[src/rtl/datapath_sequencer_pkg.sv]
// Shared encodings for the Simple RISC Machine datapath sequencer: states,
// opcode/op constants, memory and write-back selects, control bundle.
package datapath_sequencer_pkg;

    typedef enum logic [4:0] {
        S_RST,
        S_IF1,
        S_IF2,
        S_UPDATE_PC,
        S_DECODE,
        S_WRITE_IMM,
        S_GET_A,
        S_GET_B,
        S_ALU,
        S_WRITE_REG,
        S_ADDR,
        S_LOAD_ADDR,
        S_MEM_RD,
        S_WRITE_MDATA,
        S_GET_RD,
        S_STR_PASS,
        S_MEM_WR,
        S_HALT
    } state_t;

    localparam logic [2:0] OPC_LDR  = 3'b011;
    localparam logic [2:0] OPC_STR  = 3'b100;
    localparam logic [2:0] OPC_ALU  = 3'b101;
    localparam logic [2:0] OPC_MOV  = 3'b110;
    localparam logic [2:0] OPC_HALT = 3'b111;

    localparam logic [1:0] OP_ADD     = 2'b00;
    localparam logic [1:0] OP_CMP     = 2'b01;
    localparam logic [1:0] OP_MVN     = 2'b11;
    localparam logic [1:0] OP_MOV_REG = 2'b00;
    localparam logic [1:0] OP_MOV_IMM = 2'b10;
    localparam logic [1:0] OP_LDST    = 2'b00;

    localparam logic [1:0] MEM_NONE = 2'b00;
    localparam logic [1:0] MEM_RD   = 2'b01;
    localparam logic [1:0] MEM_WR   = 2'b10;

    localparam logic [1:0] VSEL_C     = 2'b00;
    localparam logic [1:0] VSEL_PC    = 2'b01;
    localparam logic [1:0] VSEL_IMM   = 2'b10;
    localparam logic [1:0] VSEL_MDATA = 2'b11;

    typedef struct packed {
        logic [2:0] opcode;
        logic [1:0] op;
        logic [2:0] rn;
        logic [2:0] rd;
        logic [1:0] sh;
        logic [2:0] rm;
    } instr_fields_t;

    typedef struct packed {
        logic       load_ir;
        logic       load_pc;
        logic       reset_pc;
        logic       addr_sel;
        logic       load_addr;
        logic [1:0] mem_cmd;
        logic [1:0] vsel;
        logic [2:0] writenum;
        logic [2:0] readnum;
        logic       write;
        logic       loada;
        logic       loadb;
        logic       loadc;
        logic       loads;
        logic       asel;
        logic       bsel;
        logic [1:0] shift;
        logic [1:0] aluop;
        logic       halted;
    } ctrl_t;

endpackage

[src/rtl/datapath_sequencer_instr_decoder.sv]
// Splits the instruction register into its fields and sign-extends the
// 5-bit and 8-bit immediates.
module instr_decoder
    import datapath_sequencer_pkg::*;
(
    input  logic [15:0]   instr,
    output instr_fields_t fields,
    output logic [15:0]   sximm5,
    output logic [15:0]   sximm8
);

    always_comb begin
        fields.opcode = instr[15:13];
        fields.op     = instr[12:11];
        fields.rn     = instr[10:8];
        fields.rd     = instr[7:5];
        fields.sh     = instr[4:3];
        fields.rm     = instr[2:0];
    end

    assign sximm5 = {{11{instr[4]}}, instr[4:0]};
    assign sximm8 = {{8{instr[7]}}, instr[7:0]};

endmodule

[src/rtl/datapath_sequencer.sv]
// Control FSM stepping the datapath through fetch, decode, execute and memory
// cycles; outputs are registered from the state being entered.
//
// state       | meaning
// RST         | PC <- 0
// IF1         | read memory at PC
// IF2         | read memory at PC, IR captures data
// UPDATE_PC   | PC <- PC+1
// DECODE      | route on opcode/op
// WRITE_IMM   | Rn <- sximm8
// GET_A       | A <- Rn
// GET_B       | B <- Rm
// ALU         | C <- ALU result, or status only for CMP
// WRITE_REG   | Rd <- C
// ADDR        | C <- Rn + sximm5
// LOAD_ADDR   | data-address register <- C
// MEM_RD      | read memory at data address
// WRITE_MDATA | Rd <- mdata
// GET_RD      | B <- Rd
// STR_PASS    | C <- B unshifted
// MEM_WR      | write C to data address
// HALT        | stopped until reset
module datapath_sequencer
    import datapath_sequencer_pkg::*;
(
    input  logic        clk,
    input  logic        reset,
    input  logic [15:0] instr,
    output logic        load_ir,
    output logic        load_pc,
    output logic        reset_pc,
    output logic        addr_sel,
    output logic        load_addr,
    output logic [1:0]  mem_cmd,
    output logic [1:0]  vsel,
    output logic [2:0]  writenum,
    output logic [2:0]  readnum,
    output logic        write,
    output logic        loada,
    output logic        loadb,
    output logic        loadc,
    output logic        loads,
    output logic        asel,
    output logic        bsel,
    output logic [1:0]  shift,
    output logic [1:0]  ALUop,
    output logic [15:0] sximm5,
    output logic [15:0] sximm8,
    output logic        halted
);

    instr_fields_t fields;
    state_t        state;
    ctrl_t         ctrl;

    instr_decoder u_instr_decoder (
        .instr  (instr),
        .fields (fields),
        .sximm5 (sximm5),
        .sximm8 (sximm8)
    );

    function automatic state_t next_state(input state_t s, input instr_fields_t f);
        state_t n;
        n = S_RST;
        case (s)
            S_RST:       n = S_IF1;
            S_IF1:       n = S_IF2;
            S_IF2:       n = S_UPDATE_PC;
            S_UPDATE_PC: n = S_DECODE;
            S_DECODE: begin
                if (f.opcode == OPC_MOV && f.op == OP_MOV_IMM)
                    n = S_WRITE_IMM;
                else if ((f.opcode == OPC_MOV && f.op == OP_MOV_REG) ||
                         (f.opcode == OPC_ALU && f.op == OP_MVN))
                    n = S_GET_B;
                else if (f.opcode == OPC_ALU ||
                         (f.opcode == OPC_LDR && f.op == OP_LDST) ||
                         (f.opcode == OPC_STR && f.op == OP_LDST))
                    n = S_GET_A;
                else if (f.opcode == OPC_HALT)
                    n = S_HALT;
                else
                    n = S_IF1;
            end
            S_GET_A:       n = (f.opcode == OPC_ALU) ? S_GET_B : S_ADDR;
            S_GET_B:       n = S_ALU;
            S_ALU:         n = (f.opcode == OPC_ALU && f.op == OP_CMP) ? S_IF1 : S_WRITE_REG;
            S_ADDR:        n = S_LOAD_ADDR;
            S_LOAD_ADDR:   n = (f.opcode == OPC_LDR) ? S_MEM_RD : S_GET_RD;
            S_MEM_RD:      n = S_WRITE_MDATA;
            S_GET_RD:      n = S_STR_PASS;
            S_STR_PASS:    n = S_MEM_WR;
            S_WRITE_IMM,
            S_WRITE_REG,
            S_WRITE_MDATA,
            S_MEM_WR:      n = S_IF1;
            S_HALT:        n = S_HALT;
            default:       n = S_RST;
        endcase
        return n;
    endfunction

    function automatic ctrl_t ctrl_for(input state_t s, input instr_fields_t f);
        ctrl_t c;
        c = '0;
        case (s)
            S_RST: begin
                c.reset_pc = 1'b1;
                c.load_pc  = 1'b1;
            end
            S_IF1: begin
                c.addr_sel = 1'b1;
                c.mem_cmd  = MEM_RD;
            end
            S_IF2: begin
                c.addr_sel = 1'b1;
                c.mem_cmd  = MEM_RD;
                c.load_ir  = 1'b1;
            end
            S_UPDATE_PC: c.load_pc = 1'b1;
            S_WRITE_IMM: begin
                c.vsel     = VSEL_IMM;
                c.writenum = f.rn;
                c.write    = 1'b1;
            end
            S_GET_A: begin
                c.readnum = f.rn;
                c.loada   = 1'b1;
            end
            S_GET_B: begin
                c.readnum = f.rm;
                c.loadb   = 1'b1;
            end
            S_ALU: begin
                c.shift = f.sh;
                if (f.opcode == OPC_MOV) begin
                    c.asel  = 1'b1;
                    c.aluop = OP_ADD;
                    c.loadc = 1'b1;
                end else begin
                    c.aluop = f.op;
                    if (f.op == OP_CMP)
                        c.loads = 1'b1;
                    else
                        c.loadc = 1'b1;
                end
            end
            S_WRITE_REG: begin
                c.vsel     = VSEL_C;
                c.writenum = f.rd;
                c.write    = 1'b1;
            end
            S_ADDR: begin
                c.bsel  = 1'b1;
                c.loadc = 1'b1;
            end
            S_LOAD_ADDR: c.load_addr = 1'b1;
            S_MEM_RD:    c.mem_cmd = MEM_RD;
            S_WRITE_MDATA: begin
                c.mem_cmd  = MEM_RD;
                c.vsel     = VSEL_MDATA;
                c.writenum = f.rd;
                c.write    = 1'b1;
            end
            S_GET_RD: begin
                c.readnum = f.rd;
                c.loadb   = 1'b1;
            end
            // instr[4:3] are immediate bits for STR, so the shifter stays idle
            S_STR_PASS: begin
                c.asel  = 1'b1;
                c.loadc = 1'b1;
            end
            S_MEM_WR: c.mem_cmd = MEM_WR;
            S_HALT:   c.halted = 1'b1;
            default:  c = '0;
        endcase
        return c;
    endfunction

    always_ff @(posedge clk or posedge reset) begin
        if (reset) begin
            state         <= S_RST;
            ctrl          <= '0;
            ctrl.reset_pc <= 1'b1;
            ctrl.load_pc  <= 1'b1;
        end else begin
            state <= next_state(state, fields);
            ctrl  <= ctrl_for(next_state(state, fields), fields);
        end
    end

    assign load_ir   = ctrl.load_ir;
    assign load_pc   = ctrl.load_pc;
    assign reset_pc  = ctrl.reset_pc;
    assign addr_sel  = ctrl.addr_sel;
    assign load_addr = ctrl.load_addr;
    assign mem_cmd   = ctrl.mem_cmd;
    assign vsel      = ctrl.vsel;
    assign writenum  = ctrl.writenum;
    assign readnum   = ctrl.readnum;
    assign write     = ctrl.write;
    assign loada     = ctrl.loada;
    assign loadb     = ctrl.loadb;
    assign loadc     = ctrl.loadc;
    assign loads     = ctrl.loads;
    assign asel      = ctrl.asel;
    assign bsel      = ctrl.bsel;
    assign shift     = ctrl.shift;
    assign ALUop     = ctrl.aluop;
    assign halted    = ctrl.halted;

endmodule

[config.mk]
export PLATFORM = sky130hd
export DESIGN_NAME = datapath_sequencer
export DESIGN_NICKNAME = d
export VERILOG_FILES = /design/src/rtl/datapath_sequencer_pkg.sv /design/src/rtl/datapath_sequencer_instr_decoder.sv /design/src/rtl/datapath_sequencer.sv
export SDC_FILE = /design/constraint.sdc
export NUM_CORES = 1
export LEC_CHECK = 0
export CAP_MARGIN = 40
export CORE_MARGIN = 2
export CORE_UTILIZATION = 38
export CTS_CLUSTER_DIAMETER = 60
export DETAILED_ROUTE_END_ITERATION = 16
export PLACE_DENSITY = 0.76
export REMOVE_ABC_BUFFERS = 1
export SETUP_SLACK_MARGIN = 0.02
export SYNTH_ARGS = -nofsm -noshare
export SYNTH_HDL_FRONTEND = slang
export SYNTH_SLANG_ARGS = --single-unit
[constraint.sdc]
create_clock -name clk -period 1.7 [get_ports clk]
set_input_delay 0.255 -clock clk [delete_from_list [all_inputs] [get_ports clk]]
set_output_delay 0.255 -clock clk [all_outputs]
set_load 0.02 [all_outputs]
==> flow_summary.json, run 1 <==
{
  "status": "finished with violations",
  "violations": "setup timing",
  "rows": 25,
  "synth.most_common_cell": "buf_4",
  "clk_latency_ns": 0.30,
  "cp-start-kind": "register",
  "p_int_uw": 2430,
  "ys_types": 48,
  "path_max_fanout": 4,
  "grt_max_degree": 33,
  "die_area_um2": 5320,
  "h-tree-depth": 2,
  "p_clk_share_pct": 14.8,
  "yosysWarnings": 0,
  "synthFlopType": "dfrtp_1",
  "hold_viol": 0,
  "powerDensity_nw_per_um2": 1390,
  "seq_power_share_pct": 26.8,
  "drc": 0,
  "cap_violations": 0,
  "worst_slew_pin_slew_ns": 0.411,
  "drt_wl_total_um": 4500,
  "ios": 77,
  "crit_chain": "buf_6 > buf_4 > nand2_4 > nor3_4 > a311o_4 > buf_4 > a211oi_2 > nand4b_1 > o21ai_1",
  "required_ns": 1.91,
  "drt-initial-drc-count": 50,
  "synth_area_leaders": "dfrtp_1, buf_4, nand2_1",
  "hpwl_um": 3160,
  "path_class": "register to register",
  "setup_slack_ns": -0.204,
  "r2r_slack_ns": -0.20,
  "setup_viol": 12,
  "cts-root-buf": "clkbuf_8",
  "ys_ff_latch": 32,
  "clock-sinks": 32,
  "port_buffers": 76,
  "first_pass_iters": 4,
  "start_util_pct": 38.7,
  "fin_crit_ns": 1.90,
  "netlist_area_um2": 1810,
  "vdd_drop_max_mv": 0.877,
  "yosys.area.top_type_share_pct": 41.6,
  "wl_per_cell_um": 14.1,
  "cts.path.max_buffers": 2,
  "cp_common_cell": "buf_4",
  "drv_slew": 0,
  "synth_edf_count": 0,
  "cts_tree": "yes",
  "timing.fmax_mhz": 525,
  "grt_antenna_before_repair": 0,
  "rsz0062_at_grt": "true",
  "n_antenna_cell": 0,
  "postRouteAntennaNets": 0,
  "p_sw_share_pct": 38.4,
  "finalCritPeriodShare_pct": 112,
  "grt_use_total_pct": 17.9,
  "min_path_type": "input port to async pin",
  "power.switching_uw": 1520,
  "dp_cells": 305,
  "routabilityCongestion": 0.872,
  "power_leakage_uw": 0.00134,
  "arrival_ns": 2.11,
  "core_area_um2": 4660,
  "grt_pass1_wl_um": 7210,
  "crit_path_end_kind": "register",
  "critPathMaxStageDelay_ns": 0.44,
  "cpMaxStageDelayCell": "dfrtp_2",
  "synthArstFlopShare_pct": 100,
  "skew_ns": 0.0137,
  "grt_pass1_vias": 1487,
  "placed_area_um2": 2640,
  "numCtsBuffers": 5,
  "synthToLayoutAreaGrowth_pct": 57.9,
  "synth_area_per_cell_um2": 10.1,
  "synth_seq_area_share_pct": 44.5,
  "stdcell_count": 318,
  "relSlewSlack_pct": 72.2,
  "die-height_um": 72.9,
  "netlist_instances": 179,
  "die_w_um": 72.9,
  "yosys-top-cells-count": "buf_4, dfrtp_1, nand2_1",
  "post_drt_via_cell_ratio": 4.77,
  "drive_above_1_share_pct": 30.7,
  "clkTransAtPathRegs_ns": 0.08,
  "grt-ovfl-total": 0,
  "p_comb_share_pct": 58.4,
  "yosys.area.top_type": "dfrtp_1",
  "via_count": 1516,
  "nNetsFinal": 281,
  "final_area_um2": 2850
}
==> power groups by stage <==
stage                     sequential [µW]  clock, µW  combinational [µW]
after floorplan                      1240          0                 790
after global placement               1060          0                1870
after detailed placement             1060          0                1890
after CTS                            1050        591                2160
after global routing                 1070        627                2470
final                                1060        583                2310
==> cells in the final DEF (no fill, tap or decap), drive strengths merged, types with 5 or more instances in the layout <==
master / n
clkdlybuf4s50: 49
buf: 38
dfrtp: 30
dlygate4sd2: 26
nand2: 18
nor2: 15
o21ai: 6
inv: 5
clkbuf: 5
nor3: 5
==> final timing paths <==
path,start,end,cells past startpoint
max,state[1]$_DFF_PP0_,addr_sel$_DFF_PP0_,9
min,reset,state[3]$_DFF_PP0_,3
max reg2reg,state[1]$_DFF_PP0_,addr_sel$_DFF_PP0_,9
min reg2reg,state[4]$_DFF_PP0_,load_ir$_DFF_PP0_,2
max in group asynchronous,reset,reset_pc$_DFF_PP1_,3
min in group clk,instr[11],ALUop[0]$_DFF_PP0_,2
==> critical path, delay by kind of cell (launching register included) <==
| family | cells | cell delay (ns) |
|---|---|---|
| simple gates | 3 | 0.30 |
| buf+inv | 3 | 0.44 |
| compound gates | 3 | 0.63 |
| flops | 1 | 0.44 |
==> per-layer routing <==
layer  vias to the layer above  track usage (%)  share of wire (%)
met2                        37             29.5                 53
met5                         -                0                  0
met4                         0             6.17                1.6
li1                        747                -                  -
met3                         6             4.14                3.2
met1                       726             23.3                 43
==> cell families after synthesis <==
family | synth area share (%)
compound gates | 14.2
buf+inv | 15.7
flops | 44.5
mux | 2.22
simple gates | 23.4
==> state kept, by name, summed over array words and instances (netlist names), 2 cells and up <==
register / cells
ALUop: 2
vsel: 2
readnum: 3
writenum: 3
shift: 2
state: 5
mem_cmd: 2
==> cell type report <==
cell class,count,area (µm²)
Fill cell,389,1810
Timing Repair Buffer,114,1060
Multi-Input combinational cell,105,812
Sequential cell,32,807
Clock buffer,5,68.8
Tap cell,54,67.6
Clock inverter,3,18.8
Inverter,5,18.8
==> stage by stage <==
stage / total power, µW / hold slack, ns / setup WS, ns / util [%] / setup TNS, ns
floorplan: 2030 / 0.370 / -0.160 / - / -1.03
global placement: 2930 / 0.605 / -0.402 / 56.7 / -5.80
detailed placement: 2950 / 0.602 / -0.432 / 56.7 / -6.60
CTS: 3800 / 0.362 / -0.136 / 60.2 / -0.953
global route: 4170 / 0.397 / -0.272 / 61.2 / -2.30
finish: 3950 / 0.350 / -0.204 / 61.2 / -1.53
==> timing repair <==
item,in CTS,in global routing
gates resized for setup,41,7
buffers inserted,4,1
endpoints found under the setup margin,35,13
hold buffers,0,0
pin swaps,12,6
Note: power is estimated with default switching activity, not from simulation.
==> run 2: changes to the inputs <==
- SKIP_CTS_REPAIR_TIMING: unset -> 1
==> flow_summary.json, run 2 (synthesis gave the netlist of run 1 again) <==
{
  "dp_cells": 305,
  "cts.path.max_buffers": 2,
  "path_class": "register to register",
  "via_count": 1511,
  "final_cell_mix": "clkdlybuf4s50_1, buf_4, dfrtp_1",
  "grt_use_total_pct": 16.5,
  "clock-sinks": 32,
  "timing.fmax_mhz": 528,
  "placed_area_um2": 2640,
  "numCtsBuffers": 5,
  "port_buffers": 76,
  "hold_viol": 0,
  "grt_max_degree": 33,
  "die_area_um2": 5320,
  "grt_pass1_vias": 1405,
  "ios": 77,
  "hpwl_um": 3160,
  "rsz0062_at_grt": "true",
  "cts-root-buf": "clkbuf_8",
  "post_drt_via_cell_ratio": 4.80,
  "setup_slack_ns": -0.195,
  "powerDensity_nw_per_um2": 1300,
  "drt-initial-drc-count": 76,
  "drt_wl_total_um": 4490,
  "rows": 25,
  "start_util_pct": 38.7,
  "worst_slew_pin_slew_ns": 0.401,
  "die-height_um": 72.9,
  "nNetsFinal": 278,
  "cp-start-kind": "register",
  "tns_ns": -1.68,
  "status": "finished with violations",
  "regMostFlops": "state",
  "stdcell_count": 315,
  "final_area_um2": 2870,
  "layout_commonest_cell": "clkdlybuf4s50_1",
  "core_area_um2": 4660,
  "arrival_ns": 2.11,
  "relSlewSlack_pct": 73.3,
  "grt_pass1_wl_um": 6700,
  "cp-startpoint": "state[0]$_DFF_PP0_",
  "clkTransAtPathRegs_ns": 0.07,
  "violations": "setup timing",
  "drive_above_1_share_pct": 28.4,
  "vdd_drop_max_mv": 0.812,
  "grt-ovfl-total": 0,
  "largest_reg_flops": 5,
  "fillers": 366,
  "setup_viol": 13,
  "fin_crit_ns": 1.90,
  "drc": 0,
  "required_ns": 1.91,
  "first_pass_iters": 4,
  "postRouteAntennaNets": 0,
  "power_leakage_uw": 0.00150,
  "finalCritPeriodShare_pct": 111,
  "crit_path_end_kind": "register",
  "grt_antenna_before_repair": 0,
  "min_path_type": "input port to register",
  "routabilityCongestion": 0.872,
  "r2r_start": "state[0]$_DFF_PP0_",
  "clk_latency_ns": 0.29,
  "wl_per_cell_um": 14.2,
  "synthToLayoutAreaGrowth_pct": 58.9,
  "path_max_fanout": 9,
  "skew_ns": 0.0118,
  "cts_tree": "yes",
  "die_w_um": 72.9,
  "drv_slew": 0,
  "min_from": "instr[11]",
  "whs_ns": 0.308,
  "cap_violations": 0,
  "n_antenna_cell": 0,
  "h-tree-depth": 2
}
## run 2: cell count changes in the layout (fill, tap and decap cells not counted), moves of 2 or more
cell,previous run,this run
dlymetal6s2s_1,1,26
nand2_4,2,0
nand2_1,15,17
dlygate4sd2_1,26,0
## run 2: layout make-up
class                   instances  area [µm²]  share of cell area, %
inverters                       5        18.8                  0.654
repair buffers                111        1110                   38.8
clock inverters                 3        18.8                  0.654
clock buffers                   5        68.8                   2.40
well taps                      54        67.6                   2.35
flip-flops and latches         32         807                   28.1
multi-input cells             105         774                   27.0
## run 2: path summary, 6_finish.rpt
check	endpoint	slack, ns	cells past startpoint
min in group asynchronous	ALUop[1]$_DFF_PP0_	0.35	3
setup / recovery	addr_sel$_DFF_PP0_	-0.20	7
setup reg to reg	addr_sel$_DFF_PP0_	-0.20	7
hold / removal	ALUop[0]$_DFF_PP0_	0.31	2
max in group asynchronous	reset_pc$_DFF_PP1_	1.02	3
hold reg to reg	load_ir$_DFF_PP0_	0.61	2
## run 2: per-stage QoR
stage / util, % / power, µW / setup WS [ns]
after global placement: 56.7 / 2930 / -0.402
after floorplan: - / 2030 / -0.160
after CTS: 58.6 / 3540 / -0.259
final: 61.6 / 3740 / -0.195
after global routing: 61.6 / 3940 / -0.269
after detailed placement: 56.7 / 2950 / -0.432
## run 2: worst max-delay path, stage by stage, from the launching register on
cell,delay (ns)
dfrtp_2,0.47
or4b_4,0.24
a21oi_4,0.06
a311o_4,0.40
buf_4,0.14
a211oi_2,0.19
nand4b_1,0.19
o21ai_1,0.13
## run 2: layer usage
layer	global-route usage [%]	vias to the layer above	part of all wire, %
met2	26.1	31	53
met3	4.14	5	2.8
met1	22.0	733	43
li1	-	742	-
met5	0	-	0
met4	6.17	0	1.6
## run 2: report_power, final
group / switching (µW) / internal [µW] / total [µW]
clock network: 294 / 285 / 578
logic: 1020 / 1080 / 2100
registers: 111 / 947 / 1060
==> run 3: changes to the inputs <==
- CORE_UTILIZATION: 38 -> 39
- PLACE_DENSITY: 0.76 -> 0.77
- SYNTH_HIERARCHICAL: unset -> 1
==> flow_summary.json, run 3 <==
{
  "relSlewSlack_pct": 67.6,
  "nNetsFinal": 293,
  "drive_above_1_share_pct": 31.5,
  "die_w_um": 73.4,
  "setup_viol": 11,
  "powerDensity_nw_per_um2": 1290,
  "layout_commonest_cell": "clkdlybuf4s50_1",
  "rr_worst_depth": 7,
  "final_cell_mix": "clkdlybuf4s50_1, buf_4, dlymetal6s2s_1",
  "synth_seq_area_share_pct": 42.7,
  "port_buffers": 76,
  "clock-sinks": 32,
  "netlist_area_um2": 1880,
  "tns_ns": -1.47,
  "n_antenna_cell": 0,
  "grt_max_degree": 33,
  "post_drt_via_cell_ratio": 4.90,
  "clk_latency_ns": 0.28,
  "postRouteAntennaNets": 0,
  "clkTransAtPathRegs_ns": 0.06,
  "hpwl_um": 3460,
  "hold_viol": 0,
  "placed_area_um2": 2680,
  "core_area_um2": 4690,
  "synth_edf_count": 0,
  "timing.fmax_mhz": 530,
  "path_max_fanout": 6,
  "rsz0062_at_grt": "true",
  "drc": 0,
  "skew_ns": 0.00750,
  "fillers": 366,
  "final_area_um2": 2990,
  "drt-initial-drc-count": 77,
  "largest_reg_flops": 5,
  "die_area_um2": 5390,
  "crit_path_end_kind": "register",
  "hold_depth": 3,
  "ys_ff_latch": 32,
  "min_from": "instr[11]",
  "cts-root-buf": "clkbuf_8",
  "grt_use_total_pct": 17.4,
  "grt_pass1_vias": 1492,
  "regMostFlops": "state",
  "vdd_drop_max_mv": 0.893,
  "start_util_pct": 40.1,
  "synth_area_leaders": "dfrtp_1, buf_4, dfstp_2",
  "wl_per_cell_um": 15.1,
  "fin_crit_ns": 1.89,
  "yosys-top-cells-count": "buf_4, dfrtp_1, inv_1",
  "yosysWarnings": 6,
  "min_path_type": "input port to register",
  "violations": "setup timing",
  "grt-ovfl-total": 0,
  "cts_tree": "yes",
  "synthArstFlopShare_pct": 100,
  "worst_slew_pin_slew_ns": 0.481,
  "cp-start-kind": "register",
  "r2r_start": "state[2]$_DFF_PP0_",
  "route.met3.wl_um": 157,
  "top_layer": "met4",
  "die-height_um": 73.4,
  "via_count": 1618,
  "numCtsBuffers": 5,
  "yosys.area.top_type_share_pct": 39.9,
  "finalCritPeriodShare_pct": 111,
  "synthToLayoutAreaGrowth_pct": 59.1,
  "first_pass_iters": 4,
  "stdcell_count": 330,
  "ios": 77,
  "path_class": "register to register",
  "synthFlopType": "dfrtp_1",
  "drt_wl_total_um": 4970,
  "cts.path.max_buffers": 2,
  "setup_slack_ns": -0.188,
  "drv_slew": 0,
  "seqCellArea_um2": 808,
  "wl_met1_um": 2140,
  "multi_input_comb_area_um2": 743,
  "required_ns": 1.86,
  "power_leakage_uw": 0.00162,
  "h-tree-depth": 2,
  "netlist_instances": 196,
  "yosys.area.top_type": "dfrtp_1",
  "synth_area_per_cell_um2": 9.59,
  "status": "finished with violations",
  "dp_cells": 318,
  "cap_violations": 0,
  "ys_types": 48,
  "arrival_ns": 2.05,
  "p_total_uw": 3850,
  "grt_pass1_wl_um": 7150,
  "routabilityCongestion": 0.899,
  "route.met2.wl_um": 2610,
  "rows": 25,
  "cp-startpoint": "state[2]$_DFF_PP0_",
  "synth.most_common_cell": "buf_4",
  "grt_antenna_before_repair": 0
}
==> run 3: changes by cell type after synthesis, moves of 4 or more <==
cell | previous run | this run
o21ai_0 | 1 | 8
nor2_1 | 14 | 9
buf_4 | 32 | 48
nand2_1 | 17 | 12
inv_1 | 5 | 13
nand3b_1 | 1 | 5
o21ai_1 | 5 | 0
==> run 3: report_power, final <==
part,internal (µW),switching [µW]
Clock,286,257
Sequential,939,121
Combinational,1180,1060
Total,2410,1440
==> run 3: metrics by stage <==
step                      utilization (%)  worst slack, ns  hold slack [ns]
final                                63.8           -0.188            0.324
after global routing                 63.8           -0.253            0.343
after CTS                            58.8           -0.358            0.371
after detailed placement             57.1           -0.646            0.661
after global placement               57.1           -0.674            0.661
after floorplan                         -           -0.156            0.370
==> run 3: worst max-delay path, cell delays in order, from the launching register on <==
cell and delay, ns:
dfrtp_2 0.45, buf_6 0.13, nand3b_1 0.19, a21oi_2 0.19
inv_2 0.06, a311oi_4 0.41, o31ai_4 0.13, a31o_1 0.21
==> run 3: cell type report <==
type | count | share of cell area, %
clock buffers | 7 | 2.55
well taps | 54 | 2.26
inverters | 14 | 1.76
repair buffers | 126 | 41.4
flip-flops and latches | 32 | 27.0
clock inverters | 1 | 0.167
multi-input cells | 96 | 24.8
==> run 3: layer usage <==
metal / track usage [%] / vias up
met1: 24.2 / 804
met2: 27.2 / 36
li1: - / 773
met4: 6.06 / 0
met5: 0 / -
met3: 3.29 / 5
==> run 3: final timing paths <==
kind | end | slack, ns
max reg2reg | mem_cmd[0]$_DFF_PP0_ | -0.19
min reg2reg | vsel[0]$_DFF_PP0_ | 0.71
min | loads$_DFF_PP0_ | 0.32
max | mem_cmd[0]$_DFF_PP0_ | -0.19
max in group asynchronous | load_pc$_DFF_PP1_ | 0.99
min in group asynchronous | readnum[1]$_DFF_PP0_ | 0.36
==> run 3: cell families after synthesis <==
| kind of cell | count (synthesis) | share of synthesized area (%) |
|---|---|---|
| compound gates | 33 | 14.2 |
| flops | 32 | 42.7 |
| simple gates | 59 | 17.6 |
| buf+inv | 68 | 23.4 |
| mux | 3 | 1.60 |
| fa+ha+maj | 1 | 0.532 |
